`config.mk`:
```
export PLATFORM = sky130hd
export DESIGN_NAME = axil_timer
export DESIGN_NICKNAME = d
export VERILOG_FILES = /design/src/rtl/axil_timer.sv
export SDC_FILE = /design/constraint.sdc
export NUM_CORES = 1
export LEC_CHECK = 0
export CAP_MARGIN = 10
export CORE_MARGIN = 5
export CORE_UTILIZATION = 55
export CTS_CLUSTER_SIZE = 10
export DETAILED_ROUTE_END_ITERATION = 6
export PLACE_DENSITY = 0.78
export SYNTH_ARGS = -nofsm -noshare
export SYNTH_HDL_FRONTEND = slang
export SYNTH_SLANG_ARGS = --single-unit
```
`constraint.sdc`:
```
create_clock -name clk -period 4.26 [get_ports clk]
set_input_delay 0.639 -clock clk [delete_from_list [all_inputs] [get_ports clk]]
set_output_delay 0.639 -clock clk [all_outputs]
set_load 0.005 [all_outputs]
```
`src/rtl/axil_timer.sv`:
```
// axil_timer: memory-mapped 64-bit machine timer (mtime/mtimecmp) behind an
// AXI-Lite slave. It has a programmable prescaler and a level interrupt.
//
// Ports:
//   clk, rst            system clock, synchronous active-high reset
//   s_axil_aw*/w*/b*    AXI-Lite write address, data and response channels
//   s_axil_ar*/r*       AXI-Lite read address and data channels
//   irq                 registered level interrupt: IE && (mtime >= mtimecmp)
//
// Register map (word offsets, addr[1:0] ignored):
//   0x00 MTIME_LO     0x04 MTIME_HI (returns the shadow taken by a MTIME_LO read)
//   0x08 MTIMECMP_LO  0x0C MTIMECMP_HI
//   0x10 CTRL {IE,EN} 0x14 PRESCALE   0x18 STATUS {PENDING}
//   All other offsets read 0 and ignore writes. Every response is OKAY.

module axil_timer #(
  parameter int unsigned DATA_WIDTH = 32,
  parameter int unsigned ADDR_WIDTH = 12,
  parameter int unsigned STRB_WIDTH = DATA_WIDTH / 8
) (
  input  logic                  clk,
  input  logic                  rst,

  input  logic [ADDR_WIDTH-1:0] s_axil_awaddr,
  input  logic [2:0]            s_axil_awprot,
  input  logic                  s_axil_awvalid,
  output logic                  s_axil_awready,
  input  logic [DATA_WIDTH-1:0] s_axil_wdata,
  input  logic [STRB_WIDTH-1:0] s_axil_wstrb,
  input  logic                  s_axil_wvalid,
  output logic                  s_axil_wready,
  output logic [1:0]            s_axil_bresp,
  output logic                  s_axil_bvalid,
  input  logic                  s_axil_bready,

  input  logic [ADDR_WIDTH-1:0] s_axil_araddr,
  input  logic [2:0]            s_axil_arprot,
  input  logic                  s_axil_arvalid,
  output logic                  s_axil_arready,
  output logic [DATA_WIDTH-1:0] s_axil_rdata,
  output logic [1:0]            s_axil_rresp,
  output logic                  s_axil_rvalid,
  input  logic                  s_axil_rready,

  output logic                  irq
);

  localparam int unsigned WORD_W = ADDR_WIDTH - 2;
  localparam int unsigned TIME_W = 2 * DATA_WIDTH;

  localparam logic [WORD_W-1:0] REG_MTIME_LO    = WORD_W'(0);
  localparam logic [WORD_W-1:0] REG_MTIME_HI    = WORD_W'(1);
  localparam logic [WORD_W-1:0] REG_MTIMECMP_LO = WORD_W'(2);
  localparam logic [WORD_W-1:0] REG_MTIMECMP_HI = WORD_W'(3);
  localparam logic [WORD_W-1:0] REG_CTRL        = WORD_W'(4);
  localparam logic [WORD_W-1:0] REG_PRESCALE    = WORD_W'(5);
  localparam logic [WORD_W-1:0] REG_STATUS      = WORD_W'(6);

  // Architectural state
  logic [TIME_W-1:0]     mtime;
  logic [TIME_W-1:0]     mtimecmp;
  logic                  ctrl_en;
  logic                  ctrl_ie;
  logic [DATA_WIDTH-1:0] prescale;
  logic [DATA_WIDTH-1:0] pcnt;
  logic [DATA_WIDTH-1:0] mtime_hi_shadow;

  // Bus handshake state
  logic                  aw_w_ready;
  logic                  bvalid;
  logic                  arready;
  logic                  rvalid;
  logic [DATA_WIDTH-1:0] rdata;
  logic                  irq_q;

  logic                  wr_fire_c;
  logic                  rd_fire_c;
  logic [WORD_W-1:0]     wr_word_c;
  logic [WORD_W-1:0]     rd_word_c;
  logic                  tick_c;
  logic                  pending_c;
  logic [DATA_WIDTH-1:0] wr_old_c;
  logic [DATA_WIDTH-1:0] wr_new_c;
  logic [DATA_WIDTH-1:0] rd_val_c;

  // prot and the byte-offset address bits carry no meaning here
  logic unused_c;
  assign unused_c = ^{s_axil_awprot, s_axil_arprot,
                      s_axil_awaddr[1:0], s_axil_araddr[1:0]};

  assign s_axil_awready = aw_w_ready;
  assign s_axil_wready  = aw_w_ready;
  assign s_axil_bvalid  = bvalid;
  assign s_axil_bresp   = 2'b00;
  assign s_axil_arready = arready;
  assign s_axil_rvalid  = rvalid;
  assign s_axil_rdata   = rdata;
  assign s_axil_rresp   = 2'b00;
  assign irq            = irq_q;

  // Merge write data into an old register value, byte by byte
  function automatic logic [DATA_WIDTH-1:0] apply_strb(
    input logic [DATA_WIDTH-1:0] old_val,
    input logic [DATA_WIDTH-1:0] data,
    input logic [STRB_WIDTH-1:0] strb
  );
    logic [DATA_WIDTH-1:0] res;
    res = old_val;
    for (int i = 0; i < int'(STRB_WIDTH); i++) begin
      if (strb[i]) res[i*8 +: 8] = data[i*8 +: 8];
    end
    return res;
  endfunction

  assign wr_fire_c = aw_w_ready && s_axil_awvalid && s_axil_wvalid;
  assign rd_fire_c = arready && s_axil_arvalid;
  assign wr_word_c = s_axil_awaddr[ADDR_WIDTH-1:2];
  assign rd_word_c = s_axil_araddr[ADDR_WIDTH-1:2];
  assign tick_c    = ctrl_en && (pcnt == prescale);
  assign pending_c = (mtime >= mtimecmp);

  // Current value of the write target, used as the base for strobe merging
  always_comb begin
    wr_old_c = '0;
    case (wr_word_c)
      REG_MTIME_LO:    wr_old_c = mtime[DATA_WIDTH-1:0];
      REG_MTIME_HI:    wr_old_c = mtime[TIME_W-1:DATA_WIDTH];
      REG_MTIMECMP_LO: wr_old_c = mtimecmp[DATA_WIDTH-1:0];
      REG_MTIMECMP_HI: wr_old_c = mtimecmp[TIME_W-1:DATA_WIDTH];
      REG_CTRL:        wr_old_c = DATA_WIDTH'({ctrl_ie, ctrl_en});
      REG_PRESCALE:    wr_old_c = prescale;
      default:         wr_old_c = '0;
    endcase
  end

  assign wr_new_c = apply_strb(wr_old_c, s_axil_wdata, s_axil_wstrb);

  // Read mux; MTIME_HI returns the shadow so a LO/HI pair is coherent
  always_comb begin
    rd_val_c = '0;
    case (rd_word_c)
      REG_MTIME_LO:    rd_val_c = mtime[DATA_WIDTH-1:0];
      REG_MTIME_HI:    rd_val_c = mtime_hi_shadow;
      REG_MTIMECMP_LO: rd_val_c = mtimecmp[DATA_WIDTH-1:0];
      REG_MTIMECMP_HI: rd_val_c = mtimecmp[TIME_W-1:DATA_WIDTH];
      REG_CTRL:        rd_val_c = DATA_WIDTH'({ctrl_ie, ctrl_en});
      REG_PRESCALE:    rd_val_c = prescale;
      REG_STATUS:      rd_val_c = DATA_WIDTH'(pending_c);
      default:         rd_val_c = '0;
    endcase
  end

  // Write channel: AW and W are accepted together, one outstanding response
  always_ff @(posedge clk) begin
    if (rst) begin
      aw_w_ready <= 1'b0;
      bvalid     <= 1'b0;
    end else begin
      aw_w_ready <= s_axil_awvalid && s_axil_wvalid && !aw_w_ready && !bvalid;
      if (wr_fire_c) begin
        bvalid <= 1'b1;
      end else if (s_axil_bready) begin
        bvalid <= 1'b0;
      end
    end
  end

  // Read channel: rdata is captured at accept and held until rready
  always_ff @(posedge clk) begin
    if (rst) begin
      arready         <= 1'b0;
      rvalid          <= 1'b0;
      rdata           <= '0;
      mtime_hi_shadow <= '0;
    end else begin
      arready <= s_axil_arvalid && !arready && !rvalid;
      if (rd_fire_c) begin
        rvalid <= 1'b1;
        rdata  <= rd_val_c;
        if (rd_word_c == REG_MTIME_LO) begin
          mtime_hi_shadow <= mtime[TIME_W-1:DATA_WIDTH];
        end
      end else if (s_axil_rready) begin
        rvalid <= 1'b0;
      end
    end
  end

  // Prescaler and mtime; a bus write to either mtime half overrides the tick
  always_ff @(posedge clk) begin
    if (rst) begin
      pcnt  <= '0;
      mtime <= '0;
    end else begin
      if (ctrl_en) begin
        pcnt <= tick_c ? '0 : pcnt + DATA_WIDTH'(1);
      end
      if (wr_fire_c && (wr_word_c == REG_PRESCALE)) begin
        pcnt <= '0;
      end

      if (tick_c) begin
        mtime <= mtime + TIME_W'(1);
      end
      if (wr_fire_c && (wr_word_c == REG_MTIME_LO)) begin
        mtime <= {mtime[TIME_W-1:DATA_WIDTH], wr_new_c};
      end else if (wr_fire_c && (wr_word_c == REG_MTIME_HI)) begin
        mtime <= {wr_new_c, mtime[DATA_WIDTH-1:0]};
      end
    end
  end

  // Software-writable configuration registers
  always_ff @(posedge clk) begin
    if (rst) begin
      mtimecmp <= '1;
      ctrl_en  <= 1'b0;
      ctrl_ie  <= 1'b0;
      prescale <= '0;
    end else if (wr_fire_c) begin
      case (wr_word_c)
        REG_MTIMECMP_LO: mtimecmp[DATA_WIDTH-1:0]      <= wr_new_c;
        REG_MTIMECMP_HI: mtimecmp[TIME_W-1:DATA_WIDTH] <= wr_new_c;
        REG_CTRL: begin
          ctrl_en <= wr_new_c[0];
          ctrl_ie <= wr_new_c[1];
        end
        REG_PRESCALE:    prescale <= wr_new_c;
        default:         ;
      endcase
    end
  end

  // Interrupt follows the compare one cycle later
  always_ff @(posedge clk) begin
    if (rst) begin
      irq_q <= 1'b0;
    end else begin
      irq_q <= ctrl_ie && pending_c;
    end
  end

endmodule
```
==> results.py <==
metrics = {
    "sta": {
        "worstMarginPinSlew_ps": 1160,
        "grt_setup_unrepaired": "false",
        "hold_viol": 0,
        "fin_tns_setup_ps": 0,
        "skew_ps": 20.9,
        "max_freq_ghz": 0.311,
        "finalSetupViolCount": 0,
        "timing.final.crit_period_ps": 3220,
        "drv_slew": 0,
        "fin_crit_sh_pct": 75.5,
        "maxSlewHeadroom_pct": 22.8,
    },
    "layout": {
        "drive_gt1_share_pct": 7.62,
        "nets": 2135,
        "antenna_cells": 0,
        "syn_to_final_growth_pct": 13.9,
        "final_area_sq_mm": 0.0178,
        "fillers": 2490,
        "final_cell_mix": "nand2_1 (275), dfxtp_1 (263), nor2_1 (152), o21ai_0 (116), a21oi_1 (116)",
        "layout_commonest_cell": "nand2_1",
    },
    "worst_setup_path": {
        "cp.required_ps": 4720,
        "crit_buf_inv": 0,
        "crit_chain": "and4_1, nand4_1, or2_2, nor2_1, nand3_1, or4_1, a311oi_1",
        "path_class": "reg -> reg",
        "path_delay_family": "simple AND/OR/NAND/NOR gates",
        "critPathMaxStageDelay_ps": 580,
        "crit_arrival_ps": 3670,
        "cp_max_fo": 9,
        "cp-end-kind": "flip-flop",
        "ff2ff_path_depth": 7,
        "start_kind": "flip-flop",
        "cp_slowest_cell": "or4_1",
        "cp.depth": 7,
    },
    "yosys": {
        "synth_cell_type_count": 72,
        "synth_edf_count": 0,
        "ys_warn_count": 0,
        "synth_area_sq_mm": 0.0157,
        "synth_top_area_cell": "dfxtp_1",
        "ys_async_sr_fraction_pct": 0,
        "ys_seq_area_share_pct": 33.6,
        "synthFlopType": "dfxtp_1",
        "synth_area_leaders": "dfxtp_1 (34%), nand2_1 (6.6%), ha_1 (5.3%), mux2i_1 (4.5%), a22oi_1 (4.4%)",
        "synth_top_cell_area_share_pct": 33.6,
        "avgSynthCellArea_sq_um": 7.96,
        "syn_inst": 1966,
        "synth_seq_cells": 263,
    },
    "route": {
        "totalWireLength_mm": 53.9,
        "post-route-drc-count": 4,
        "drtIter0Drc": 2052,
        "ant_nets": 0,
        "met2WireLength_mm": 23.7,
        "met1_length_mm": 21.6,
        "met3WireLength_mm": 6.26,
        "wl_per_cell_microns": 22.6,
        "first_pass_iters": 7,
        "num_vias": 15800,
        "highest_layer": "met4",
        "drt-vias-per-instance": 6.64,
    },
    "floorplan": {
        "core_sq_mm": 0.0279,
        "io_pins": 115,
        "rows": 61,
        "dieHeight_microns": 179,
        "die-area_sq_mm": 0.0319,
        "die_x_microns": 179,
        "start_util_pct": 56.0,
    },
    "pwr": {
        "p_leak_nw": 7.60,
        "p_per_area_mw_per_mm2": 290,
        "ir_drop_mv": 0.265,
    },
    "place": {
        "io_buffer_count": 100,
        "gp_congestion": 0.946,
        "placed_cell_area_sq_mm": 0.0170,
        "dp_hpwl_mm": 36.9,
    },
    "cts": {
        "numCtsBuffers": 31,
        "cts_setup_buffers": 0,
        "cts_resized": 0,
        "cts-root-buf": "clkbuf_16",
        "ctsHoldBuffers": 0,
        "path_clk_slew_ps": 60,
        "cts_buffer_depth": 3,
        "htree_levels": 1,
        "clk_latency_ps": 570,
        "clock_sinks": 263,
        "cts_tree": "done",
    },
    "grt": {
        "grt_pass1_vias": 15000,
        "grt_antenna_before_repair": 0,
        "grt.total_usage_pct": 33.0,
        "grt_max_degree": 72,
        "overflow": 0,
        "grt_first_pass_wirelength_mm": 84.0,
    },
    "status": {
        "status": "finished with violations",
        "failed_checks": "DRC",
    },
    "min_path": {
        "hold_path_depth": 1,
        "hold_path_class": "reg -> reg",
    },
    "run": {
        "maxCapViolCount": 0,
    },
}
path summary, 6_finish.rpt:
kind,from,endpoint,slack [ps]
worst min-delay path,s_axil_bvalid,s_axil_awready,450
worst max-delay path,mtime[4],mtime[31],1040
worst max register to register,mtime[4],mtime[31],1040
worst min register to register,s_axil_bvalid,s_axil_awready,450
logic make-up after synthesis:
logic type / Yosys count / share of synthesized area [%]
multiplexers: 108 / 7.35
other: 1 / 0.0240
AND/OR/NAND/NOR: 683 / 20.9
adder cells (fa/ha/maj): 66 / 5.28
AO/OA/AOI/OAI: 539 / 22.9
flip-flops: 263 / 33.6
buffers and inverters: 234 / 5.90
XOR/XNOR: 72 / 4.03
worst reg2reg max path, delay by kind of cell (launching register included):
kind	cells	cell delay [ps]
AOI/OAI and AO/OA	1	290
DFF	1	490
and+or+nand+nor	6	2320
through the flow:
| stage | util, % | std cells | total power, mW | hold WS, ps | setup WS, ps |
|---|---|---|---|---|---|
| 5_1_grt | 63.8 | 2385 | 5.30 | 471 | 957 |
| 3_5_place_dp | 60.7 | 2341 | 2.80 | 442 | 660 |
| 6_report | 63.8 | 2385 | 5.16 | 454 | 1040 |
| 4_1_cts | 63.8 | 2385 | 5.17 | 451 | 1130 |
| 3_3_place_gp | 60.7 | 2341 | 2.80 | 433 | 732 |
| 2_1_floorplan | - | 1969 | 2.68 | 436 | 1360 |
sequential cells by signal, summed over array words and instances, names as in the netlist:
name and cells:
s_axil_awready 1, s_axil_arready 1, prescale 32, s_axil_bvalid 1
s_axil_rdata 32, irq 1, mtime_hi_shadow 32, mtimecmp 64
ctrl_en 1, mtime 64, s_axil_rvalid 1, pcnt 32
ctrl_ie 1
synthesized netlist by cell type, drive strengths merged, types with 5 or more instances:
cell,number
buf,23
nor2,154
xnor2,50
nand3,55
inv,79
and3,20
nand2b,14
or4,8
dfxtp,263
o221ai,5
mux2,35
a211oi,15
o21ai,117
nor4,28
a22oi,91
nor3,25
o31ai,7
a31oi,10
and2,10
clkbuf,132
nor2b,5
a21o,8
nand4,40
mux2i,71
nand2,276
ha,66
and4,22
o31a,8
a22o,7
o22ai,30
a221o,35
or3,5
xor2,22
nor4b,6
o21a,5
a21oi,116
o211ai,50
routing by layer:
layer	vias up	track usage (%)
met1	7436	45.1
li1	7200	-
met3	190	5.76
met4	0	13.0
met5	-	0
met2	1020	52.0
cell type report:
type                       count  area (sq um)  area share [%]
tap                          378           473            2.65
clock buffer                  42           837            4.69
timing repair buffer         149          1370            7.70
clock inverter                 2          38.8           0.217
sequential                   263          5270            29.5
inverter                      79           297            1.66
multi-input combinational   1472          9550            53.5
power by group:
group | internal, mW | leakage, nW | switching (mW)
clock network | 1.40 | 0.426 | 1.01
registers | 2.46 | 2.12 | 0.00143
logic | 0.106 | 5.06 | 0.189
total | 3.97 | 7.60 | 1.20
(Power assumes the default switching activity.)
